[config.mk]
export PLATFORM = sky130hd
export DESIGN_NAME = efuse_load_ctrl
export DESIGN_NICKNAME = d
export VERILOG_FILES = /design/src/rtl/efuse_pkg.sv /design/src/rtl/efuse_tmo_cnt.sv /design/src/rtl/efuse_load_ctrl.sv
export SDC_FILE = /design/constraint.sdc
export NUM_CORES = 1
export LEC_CHECK = 0
export BUFFER_PORTS_ARGS = -buffer_cell sky130_fd_sc_hd__buf_4
export CORE_MARGIN = 5
export CORE_UTILIZATION = 50
export DETAILED_ROUTE_END_ITERATION = 10
export PLACE_DENSITY = 0.75
export SLEW_MARGIN = 40
export SYNTH_ARGS = -nofsm -noshare
export SYNTH_HDL_FRONTEND = slang
export SYNTH_SLANG_ARGS = --single-unit
[constraint.sdc]
create_clock -name clk -period 3.46 [get_ports clk]
set_input_delay 0.346 -clock clk [delete_from_list [all_inputs] [get_ports clk]]
set_output_delay 0.346 -clock clk [all_outputs]
set_load 0.01 [all_outputs]
[src/rtl/efuse_pkg.sv]
// Shared sizing constants and FSM state encoding for the efuse shadow loader.
// The SW_REQ/SW_WAIT encodings exist only when EFUSE_SW_READ_EN is defined.
package efuse_pkg;

  localparam int unsigned NR         = 64;
  localparam int unsigned RSEL       = 256 / NR;
  localparam int unsigned PWRUP_WAIT = 16;
  localparam int unsigned TIMEOUT    = 1023;

  typedef logic [2:0] efuse_state_t;

  localparam efuse_state_t StPwrup    = 3'd0;
  localparam efuse_state_t StAutoReq  = 3'd1;
  localparam efuse_state_t StAutoWait = 3'd2;
  localparam efuse_state_t StReady    = 3'd3;
`ifdef EFUSE_SW_READ_EN
  localparam efuse_state_t StSwReq    = 3'd4;
  localparam efuse_state_t StSwWait   = 3'd5;
`endif

endpackage

[src/rtl/efuse_tmo_cnt.sv]
// Per-read timeout counter: clear restarts the count, expired flags the cycle whose
// closing edge completes `limit` cycles since the clearing cycle.
module efuse_tmo_cnt #(
  parameter int unsigned Width = 10
) (
  input  logic             clk,
  input  logic             rst_n,
  input  logic             clear,
  input  logic             enable,
  input  logic [Width-1:0] limit,
  output logic             expired
);

  logic [Width-1:0] cnt_d, cnt_q;

  // The clearing cycle itself counts as the first elapsed cycle.
  assign expired = enable && !clear && (cnt_q + Width'(1) == limit);

  always_comb begin
    cnt_d = cnt_q;
    if (clear) begin
      cnt_d = Width'(1);
    end else if (enable && cnt_q != limit) begin
      cnt_d = cnt_q + Width'(1);
    end
  end

  always_ff @(posedge clk or negedge rst_n) begin
    if (!rst_n) begin
      cnt_q <= '0;
    end else begin
      cnt_q <= cnt_d;
    end
  end

endmodule

[src/rtl/efuse_load_ctrl.sv]
// Efuse shadow loader: autoloads all segments after power-up or reload, and optionally
// serves single-segment software reads when EFUSE_SW_READ_EN is defined.
module efuse_load_ctrl #(
  parameter int unsigned NR         = efuse_pkg::NR,
  parameter int unsigned RSEL       = efuse_pkg::RSEL,
  parameter int unsigned PWRUP_WAIT = efuse_pkg::PWRUP_WAIT,
  parameter int unsigned TIMEOUT    = efuse_pkg::TIMEOUT
) (
  input  logic                    clk,
  input  logic                    rst_n,
  input  logic                    reload,
  input  logic                    sw_req,
  input  logic [$clog2(RSEL)-1:0] sw_sel,
  output logic                    sw_ack,
  output logic [NR-1:0]           sw_rdata,
  output logic [NR*RSEL-1:0]      shadow_data,
  output logic                    load_done,
  output logic                    load_err,
  output logic                    rd_start,
  output logic [$clog2(RSEL)-1:0] rd_sel,
  input  logic                    rd_done,
  input  logic                    rd_busy,
  input  logic [NR-1:0]           rd_data
);
  import efuse_pkg::*;

  localparam int unsigned SelW = $clog2(RSEL);
  localparam int unsigned PwrW = $clog2(PWRUP_WAIT + 1);
  localparam int unsigned TmoW = $clog2(TIMEOUT + 1);
  localparam logic [SelW-1:0] LastSeg = SelW'(RSEL - 1);

  efuse_state_t       state_d, state_q;
  logic [PwrW-1:0]    pwr_cnt_d, pwr_cnt_q;
  logic [SelW-1:0]    seg_d, seg_q;
  logic [SelW-1:0]    rd_sel_d, rd_sel_q;
  logic [NR*RSEL-1:0] shadow_d, shadow_q;
  logic               load_done_d, load_done_q;
  logic               load_err_d, load_err_q;
  logic               skip_q;
  logic               req_state, in_wait, rd_fin, tmo_exp;

`ifdef EFUSE_SW_READ_EN
  logic          sw_ack_d, sw_ack_q;
  logic [NR-1:0] sw_rdata_d, sw_rdata_q;

  assign req_state = (state_q == StAutoReq) || (state_q == StSwReq);
  assign in_wait   = (state_q == StAutoWait) || (state_q == StSwWait);
  assign sw_ack    = sw_ack_q;
  assign sw_rdata  = sw_rdata_q;
`else
  logic unused_sw;

  assign req_state = (state_q == StAutoReq);
  assign in_wait   = (state_q == StAutoWait);
  assign sw_ack    = 1'b0;
  assign sw_rdata  = '0;
  assign unused_sw = ^{sw_req, sw_sel};
`endif

  // Never launch into a busy engine; the REQ state simply holds until it frees up.
  assign rd_start    = req_state && !rd_busy;
  assign rd_sel      = rd_sel_q;
  assign shadow_data = shadow_q;
  assign load_done   = load_done_q;
  assign load_err    = load_err_q;

  // skip_q masks the stale rd_done still visible in the cycle after rd_start.
  assign rd_fin = rd_done && !rd_busy && !skip_q;

  efuse_tmo_cnt #(
    .Width (TmoW)
  ) u_tmo_cnt (
    .clk     (clk),
    .rst_n   (rst_n),
    .clear   (rd_start),
    .enable  (in_wait),
    .limit   (TmoW'(TIMEOUT)),
    .expired (tmo_exp)
  );

  always_comb begin
    state_d     = state_q;
    pwr_cnt_d   = pwr_cnt_q;
    seg_d       = seg_q;
    rd_sel_d    = rd_sel_q;
    shadow_d    = shadow_q;
    load_done_d = load_done_q;
    load_err_d  = load_err_q;
`ifdef EFUSE_SW_READ_EN
    sw_ack_d    = 1'b0;
    sw_rdata_d  = sw_rdata_q;
`endif
    case (state_q)
      StPwrup: begin
        if (pwr_cnt_q == PwrW'(PWRUP_WAIT - 1)) begin
          seg_d    = '0;
          rd_sel_d = '0;
          state_d  = StAutoReq;
        end else begin
          pwr_cnt_d = pwr_cnt_q + PwrW'(1);
        end
      end
      StAutoReq: begin
        if (!rd_busy) state_d = StAutoWait;
      end
      StAutoWait: begin
        if (rd_fin || tmo_exp) begin
          // A timed-out segment keeps its previous shadow contents.
          if (rd_fin) begin
            shadow_d[seg_q*NR +: NR] = rd_data;
          end else begin
            load_err_d = 1'b1;
          end
          if (seg_q == LastSeg) begin
            load_done_d = 1'b1;
            state_d     = StReady;
          end else begin
            seg_d    = seg_q + SelW'(1);
            rd_sel_d = seg_q + SelW'(1);
            state_d  = StAutoReq;
          end
        end
      end
      StReady: begin
        if (reload) begin
          load_done_d = 1'b0;
          load_err_d  = 1'b0;
          seg_d       = '0;
          rd_sel_d    = '0;
          state_d     = StAutoReq;
`ifdef EFUSE_SW_READ_EN
        // sw_req is still high during the ack cycle; wait for the requester to drop it.
        end else if (sw_req && !sw_ack_q) begin
          rd_sel_d = sw_sel;
          state_d  = StSwReq;
`endif
        end
      end
`ifdef EFUSE_SW_READ_EN
      StSwReq: begin
        if (!rd_busy) state_d = StSwWait;
      end
      StSwWait: begin
        if (rd_fin) begin
          sw_rdata_d = rd_data;
          sw_ack_d   = 1'b1;
          state_d    = StReady;
        end else if (tmo_exp) begin
          sw_rdata_d = '0;
          sw_ack_d   = 1'b1;
          load_err_d = 1'b1;
          state_d    = StReady;
        end
      end
`endif
      default: state_d = StPwrup;
    endcase
  end

  always_ff @(posedge clk or negedge rst_n) begin
    if (!rst_n) begin
      state_q     <= StPwrup;
      pwr_cnt_q   <= '0;
      seg_q       <= '0;
      rd_sel_q    <= '0;
      shadow_q    <= '0;
      load_done_q <= 1'b0;
      load_err_q  <= 1'b0;
      skip_q      <= 1'b0;
    end else begin
      state_q     <= state_d;
      pwr_cnt_q   <= pwr_cnt_d;
      seg_q       <= seg_d;
      rd_sel_q    <= rd_sel_d;
      shadow_q    <= shadow_d;
      load_done_q <= load_done_d;
      load_err_q  <= load_err_d;
      skip_q      <= rd_start;
    end
  end

`ifdef EFUSE_SW_READ_EN
  always_ff @(posedge clk or negedge rst_n) begin
    if (!rst_n) begin
      sw_ack_q   <= 1'b0;
      sw_rdata_q <= '0;
    end else begin
      sw_ack_q   <= sw_ack_d;
      sw_rdata_q <= sw_rdata_d;
    end
  end
`endif

endmodule
# Word-level counts from Yosys, hierarchy flattened
# Cells that the tools add are included.
# word_totals
word_cells,70
regBits,279
output_inout_bits,326
# op_classes
mux,21
eq_ne,14
add_sub_neg,4
bitwise_logic,1
reduce_logical,20
shift,2
# op_table
operator,n
bitwise mux 256 bit,1
variable shift 64 x 34 -> 256 bit (first input constant),1
variable part select 64 x 34 -> 256 bit,1
negator 8 -> 34 bit,1
2-to-1 mux 10 bit,2
!= test 2 bit (second input constant),7
2-to-1 mux 3 bit,4
case mux 3 bit (4 select lines),1
AND reduction 4 bit,3
adder 10 x 1 -> 10 bit (second input constant),1
== test 10 bit (second input constant),1
2-to-1 mux 2 bit,5
!= test 10 bit (second input constant),1
== test 3 x 2 -> 1 bit (second input constant),2
logical AND 1 bit,6
case mux 2 bit (3 select lines),1
adder 5 x 1 -> 5 bit (second input constant),1
== test 5 x 4 -> 1 bit (second input constant),1
2-to-1 mux 1 bit,5
AND reduction 5 bit,1
case mux 1 bit (2 select lines),2
nonzero test 2 bit,2
== test 3 x 1 -> 1 bit (second input constant),1
logical NOT 1 bit,3
other kinds (8),8

# Depth between registers and ports, before layout
# Gate-level depths: netlist of run 1.
# depth
ltp_word,8
ltp_mapped,8
ltp_nobuf,6

# Cells and area by module
# From an unflattened synthesis of run 1, not the netlist that was laid out.
# hier_totals
hier_cells,1325
area_unflattened_um2,13470.4
# by_module_without_submodules
mod,cells_per_inst,area_per_inst_um2,n_inst,seq_area_each_um2
efuse_load_ctrl,1222,12598.3,1,6706.4
efuse_tmo_cnt,103,872.1,1,250.2

# Least setup slack after synthesis of run 1
# No wires, ideal clock.
# synth_path
path_kind,flip-flop to flip-flop
from,reg pwr_cnt_q[0]
to,reg pwr_cnt_q[1]
synth_period_minus_slack_ps,2020
stages_incl_launch_ff,6
t_arrival_ps,1896
required_time_ps,3335
setup_slack_ps,1440
cell_sequence,dfrtp_1 -> ha_1 -> and3_1 -> ha_1 -> nor3_1 -> mux2_2
# synth_via
elab_chain_cells,3
# synth_rtl
item,line_no,rtl
from (decl),efuse_load_ctrl.sv:33,"logic [PwrW-1:0] pwr_cnt_d, pwr_cnt_q;"
from (signal assigned),efuse_load_ctrl.sv:172,pwr_cnt_q <= pwr_cnt_d;
branches (longest 3 deep; another with adder 5 x 1 -> 5 bit),-,
# Parallel ways; which one is timed is not known.
# A chain may end at the register's enable or synchronous reset.

==> impl_metrics.tcl, run 1 <==
set metrics [dict create \
    die_w_um 164 \
    yosys_warnings 0 \
    antenna_left 0 \
    antenna_found_initial 0 \
    detailroute.via_count 9917 \
    cts_sinks 278 \
    outcome "finished, final reports clean" \
    powerDensity_mw_per_mm2 639 \
    peakVddDrop_mv 0.478 \
    worstPathArrival_ps 2750 \
    ios 398 \
    synthesis.area_mm2 0.0118 \
    grtUsageTotal_pct 24.7 \
    skew_ps 15.5 \
    report.final.setup_viol 0 \
    initial_core_util_pct 50.5 \
    drv_cap 0 \
    viasPerCell 5.09 \
    cts.clk_slew.worst_paths_ps 60 \
    synthArstFlopShare_pct 100 \
    grt_pass1_wl_um 53100 \
    clock_path_buffers 3 \
    slew_headroom_pct 47.3 \
    final.period_utilization_pct 66.6 \
    slew_viol_final 0 \
    min_path_type "in -> reg" \
    drt_first_pass_iters 5 \
    h-tree-depth 1 \
    placeableCoreArea_mm2 0.0234 \
    syn_to_final_growth_pct 29.4 \
    detail_route.wl_per_cell_um 17.5 \
    crit_path_start_kind "flip-flop" \
    ys_types 47 \
    critPathMaxFanout 32 \
    fmax_ghz 0.434 \
    final_cell_mix "527 x nand2_1, 346 x buf_4, 278 x dfrtp_1" \
    yosysSeqAreaShare_pct 58.8 \
    critPathMaxStageDelay_ps 550 \
    dp_hpwl_um 23500 \
    synth_edf_count 0 \
    power_uw 9770 \
    grt-ovfl-total 0 \
    holdWs_ps 63.8 \
    drc 0 \
    wirelength_um 34100 \
    rsz0062_at_grt "no" \
    tightest_slew_ps 791 \
    fin_tns_setup_ps 0 \
    place_congestion 0.834 \
    post-route-min-period_ps 2300 \
    crit_type "reg -> reg" \
    postSynthCellCount 1322 \
    diodes 0 \
    synth-main-ff-cell "dfrtp_1" \
    hold_viol_final 0 \
    instances_no_fill 1949 \
    dp.cells 1902 \
    die_area_mm2 0.0268 \
    crit_path_end_kind "flip-flop" \
    clk_latency_ps 540 \
    port_buffers 329 \
    p_leak_uw 0.00747 \
    avgSynthCellArea_um2 8.94 \
    crit_chain "inv_1 -> ha_1 -> nor3b_2 -> buf_4 -> nand2_1 -> o21ai_0" \
    grt_pass1_vias 9661 \
    design_area_mm2 0.0153 \
    placementRows 56 \
    crit_path_top_delay_cell "dfrtp_1" \
    die_h_um 164 \
    dpl_cell_area_mm2 0.0144 \
    cts_tree "built" \
    first_iter_violations 790 \
    grt_max_degree 113 \
    fin_nets 1696 \
    root_buffer "clkbuf_16" \
    nFillCells 1959 \
    cts-buffers-inserted 28 \
    required_ps 3910 \
    drive_gt1_share_pct 25.1 \
    synth_seq_cells 278 \
    final_common_cell "nand2_1" \
]
==> final timing paths <==
kind                                           from                           end  slack [ps]  depth (start not counted)
min                                     rd_data[49]   shadow_data[49]$_DFFE_PN0P_          60                          3
min reg2reg                pwr_cnt_q[3]$_DFFE_PN0P_      pwr_cnt_q[3]$_DFFE_PN0P_         470                          1
max reg2reg                   rd_sel[0]$_DFFE_PN0P_  shadow_data[109]$_DFFE_PN0P_        1160                          6
max in group asynchronous                     rst_n   shadow_data[11]$_DFFE_PN0P_        2160                          3
min in group asynchronous                     rst_n    shadow_data[0]$_DFFE_PN0P_         390                          2
max                           rd_sel[0]$_DFFE_PN0P_  shadow_data[109]$_DFFE_PN0P_        1160                          6
==> cell families after synthesis <==
kind of cell / count (synthesis) / share of synthesized area [%]
adders and majority gates: 10 / 1.06
other: 1 / 0.0317
DFF: 278 / 58.8
xor gates and xnor gates: 7 / 0.519
muxes: 3 / 0.265
buffers and inverters: 160 / 7.20
and+or+nand+nor: 570 / 19.0
AOI/OAI and AO/OA: 293 / 13.1
==> metal layers <==
metal  GRT usage (%)  part of all wire [%]  vias to the layer above  wire (um)
li1                -                     -                     4731          -
met1            33.3                    41                     4715      13900
met2            39.8                    47                      400      16100
met3            5.87                   8.4                       71       2870
met4            7.97                   3.6                        0       1230
met5               0                     0                        -          0
==> cells in the mapped netlist, types with 2 or more instances <==
library cell,count,share of area (%)
nand2_1,531,17
dfrtp_1,278,59
o21ai_0,203,8.6
clkbuf_1,86,2.7
buf_4,66,4.2
o21ai_1,65,2.8
ha_1,10,1.1
nor2_1,7,0.22
a21oi_1,6,0.25
inv_1,6,0.19
nor3b_1,5,0.32
nand4_1,4,0.21
o31ai_1,4,0.25
xnor2_1,4,0.30
nand3_1,3,0.13
nor3_1,3,0.13
o211ai_1,3,0.19
xor2_1,3,0.22
and3_1,2,0.11
buf_2,2,0.085
mux2i_1,2,0.17
nand3_2,2,0.17
nand3b_1,2,0.13
nor2b_1,2,0.11
==> power breakdown <==
group,internal [uW],total [uW],switching [uW]
combinational,1070,2660,1580
clock,1770,2990,1220
sequential,3750,4130,375
==> timing repair <==
action,in CTS,in global routing
hold buffers,1,0
gates resized for setup,0,0
endpoints found under the hold margin,77,0
buffers inserted,0,0
==> stage by stage <==
step | util (%) | setup WS (ps)
6_report | 65.4 | 1160
5_1_grt | 65.4 | 946
4_1_cts | 65.3 | 1150
3_5_place_dp | 61.4 | 1180
3_3_place_gp | 61.4 | 1270
2_1_floorplan | - | 1440
==> worst max-delay path, delay by kind of cell, from the launching register on <==
kind / cells / cell delay (ps)
buffers and inverters: 2 / 670
adders and majority gates: 1 / 450
AOI/OAI and AO/OA: 1 / 190
DFF: 1 / 550
and+or+nand+nor: 2 / 340
==> final cells by class <==
type / count / area (um2) / share of cell area, %
Sequential cell: 278 / 6960 / 45.5
Inverter: 6 / 22.5 / 0.147
Tap cell: 319 / 399 / 2.61
Multi-Input combinational cell: 948 / 4310 / 28.2
Timing Repair Buffer: 352 / 2700 / 17.7
Clock buffer: 40 / 816 / 5.33
Clock inverter: 6 / 91.3 / 0.597
==> flip-flops by register name, summed over array words and instances, names as in the netlist <==
register / count
pwr_cnt_q: 5
rd_sel: 2
u_tmo_cnt.cnt_q: 10
shadow_data: 256
state_q: 2
load_done: 1
load_err: 1
skip_q: 1
Power figures use the tool's default switching activity.
==> run 2, diff against run 1 <==
ABC_AREA = 1   (was not set)
CORE_UTILIZATION = 47   (was 50)
PLACE_DENSITY = 0.73   (was 0.75)
clock period = 2 ns   (was 3.46 ns; I/O delays follow)
==> impl_metrics.tcl, run 2 <==
set metrics [dict create \
    cts_tree "built" \
    diodes 0 \
    syn_to_final_growth_pct 32.6 \
    port_buffers 329 \
    internal-power_uw 11500 \
    crit_path_end_kind "flip-flop" \
    p_clk_share_pct 31.1 \
    powerDensity_mw_per_mm2 1040 \
    initial_core_util_pct 47.9 \
    worstPathArrival_ps 2300 \
    drc 0 \
    cts.clk_slew.worst_paths_ps 60 \
    final_common_cell "buf_4" \
    synth_seq_cells 278 \
    yosys.cell_count.top_type "nand2_1" \
    placementRows 60 \
    grt-ovfl-total 0 \
    slew_headroom_pct 63.6 \
    required_ps 2430 \
    multiInputGateArea_mm2 0.00478 \
    synth_top_area_cell "dfrtp_1" \
    ys_types 31 \
    synthesis.area_mm2 0.0130 \
    critPathMaxFanout 22 \
    register_area_mm2 0.00696 \
    peakVddDrop_mv 0.863 \
    final.period_utilization_pct 93.4 \
    ios 398 \
    drv_cap 0 \
    p_switching_uw 6410 \
    avgSynthCellArea_um2 9.05 \
    clk_latency_ps 550 \
    yosysTopAreaCellShare_pct 53.7 \
    postSynthCellCount 1431 \
    clock_path_buffers 3 \
    die_w_um 176 \
    post-route-min-period_ps 1870 \
    report.final.setup_viol 0 \
    synth.area.top_cells "dfrtp_1 54%, nand2_1 9.0%, o21ai_0 8.0%, nand4_1 6.0%, nand3_1 5.6%" \
    wirelength_um 43300 \
    root_buffer "clkbuf_16" \
    min_path_type "in -> async" \
    drive_gt1_share_pct 25.1 \
    synthArstFlopShare_pct 100 \
    skew_ps 11.7 \
    synth-main-ff-cell "dfrtp_1" \
    dp_hpwl_um 28000 \
    p_seq_share_pct 37.2 \
    outcome "finished, final reports clean" \
    grt_max_degree 95 \
    grt_pass1_wl_um 68000 \
    largest_reg_flops 256 \
    p_leak_uw 0.00963 \
    grtUsageTotal_pct 27.0 \
    final_cell_mix "348 x buf_4, 310 x nand2_1, 275 x dfrtp_1" \
    detail_route.wl_per_cell_um 20.2 \
    fmax_ghz 0.536 \
    slew_viol_final 0 \
    grt_pass1_vias 12300 \
    rrSetupSlack_ps 130 \
    cts-buffers-inserted 30 \
    synth_edf_count 0 \
    yosys_warnings 0 \
    antenna_found_initial 0 \
    h-tree-depth 1 \
    drt_first_pass_iters 5 \
    place_congestion 0.841 \
    rsz0062_at_grt "no" \
    switching_share_pct 35.8 \
    crit_type "reg -> reg" \
    r2r_start "rd_sel[0]$_DFFE_PN0P_" \
    hold_viol_final 0 \
    crit_path_start_kind "flip-flop" \
    power_uw 17900 \
    placeableCoreArea_mm2 0.0270 \
    worstReg2RegEnd "shadow_data[177]$_DFFE_PN0P_" \
    viasPerCell 5.61 \
    die_h_um 176 \
    fin_tns_setup_ps 0 \
    cts_sinks 278 \
    antenna_left 0 \
    netlist_top_cells_count "311 x nand2_1, 278 x dfrtp_1, 208 x o21ai_0, 146 x nand3_1, 125 x nand4_1" \
    first_iter_violations 1101 \
    nFillCells 2218 \
    fin_nets 1865 \
    holdWs_ps 210 \
    die_area_mm2 0.0310 \
    tightest_slew_ps 546 \
    pwr-share-comb_pct 31.7 \
    yosysSeqAreaShare_pct 53.7 \
    detailroute.via_count 12000 \
    r2r_cells 8 \
]
==> run 2: cell types whose count changed after synthesis, sizes merged, moves of 5 or more <==
| cell | before | now |
|---|---|---|
| buf | 68 | 129 |
| o21ai | 268 | 263 |
| nand2 | 531 | 313 |
| clkbuf | 86 | 57 |
| nor2 | 7 | 41 |
| a21oi | 7 | 2 |
| nand4 | 4 | 125 |
| inv | 6 | 52 |
| nor3b | 5 | 0 |
| nand3 | 5 | 147 |
==> run 2: worst max path at each step <==
stage	startpoint	endpoint	slack [ps]	cells after the start
6_report	rd_sel[0]$_DFFE_PN0P_	shadow_data[177]$_DFFE_PN0P_	130	8
5_1_grt	rd_sel[0]$_DFFE_PN0P_	shadow_data[174]$_DFFE_PN0P_	20	8
4_1_cts	u_tmo_cnt.cnt_q[0]$_DFFE_PN0P_	rd_sel[0]$_DFFE_PN0P_	40	12
3_5_place_dp	u_tmo_cnt.cnt_q[0]$_DFFE_PN0P_	rd_sel[0]$_DFFE_PN0P_	70	12
3_3_place_gp	u_tmo_cnt.cnt_q[0]$_DFFE_PN0P_	rd_sel[0]$_DFFE_PN0P_	130	12
2_1_floorplan	rd_sel[0]$_DFFE_PN0P_	shadow_data[249]$_DFFE_PN0P_	80	9
==> run 2: layout make-up <==
class,count,share of cell area (%)
sequential,278,40.5
clock inverter,5,0.306
timing repair buffer,442,22.2
multi-input combinational,979,27.8
tap,341,2.48
inverter,52,1.17
clock buffer,49,5.49
==> run 2: what timing repair did <==
item                       4_1_cts  5_1_grt
buffers inserted                 0        1
hold endpoints to repair       265        0
hold buffers                    67        0
resized for setup                0        6
setup endpoints to repair        0       56
==> run 2: power by group through the flow <==
stage	clock, uW	sequential [uW]	combinational (uW)
2_1_floorplan	0	6980	2630
3_3_place_gp	0	6730	5340
3_5_place_dp	0	6730	5410
4_1_cts	5640	6650	5530
5_1_grt	5870	6740	6120
6_report	5570	6660	5680
==> run 2: cell families (layout without fill, tap and decap cells) <==
| group | after synthesis | in the layout | share of synthesized area, % |
|---|---|---|---|
| flops | 278 | 278 | 53.7 |
| compound gates | 270 | 270 | 10.6 |
| simple gates | 631 | 631 | 23.0 |
| fa+ha+maj | 10 | 10 | 0.966 |
| buf+inv | 238 | 548 | 11.5 |
| other cells | 1 | 65 | 0.0289 |
| xor+xnor | 3 | 3 | 0.203 |
==> run 2: per-stage QoR <==
step | cells | worst slack [ps] | utilization (%) | area [um2]
detailed placement | 2023 | 69.4 | 57.2 | 15500
finish | 2146 | 133 | 63.6 | 17200
global placement | 2023 | 134 | 57.2 | 15500
CTS | 2144 | 42.8 | 63.4 | 17100
global route | 2146 | 18.2 | 63.6 | 17200
floorplan | 1495 | 76.0 | - | 13200
==> run 2: per-layer routing <==
layer  global-route usage, %  wire, um
met2                    44.5     20500
met5                       0         0
met1                    35.3     17200
met3                    5.87      3710
met4                    10.2      1920
==> run 2: worst max-delay path: stages (launching register included) <==
cell     delay, ps
dfrtp_2        400
inv_1          180
ha_2           360
inv_2          170
buf_12         230
nor2_1          60
buf_4          200
nand3_1         90
nand2_1         60
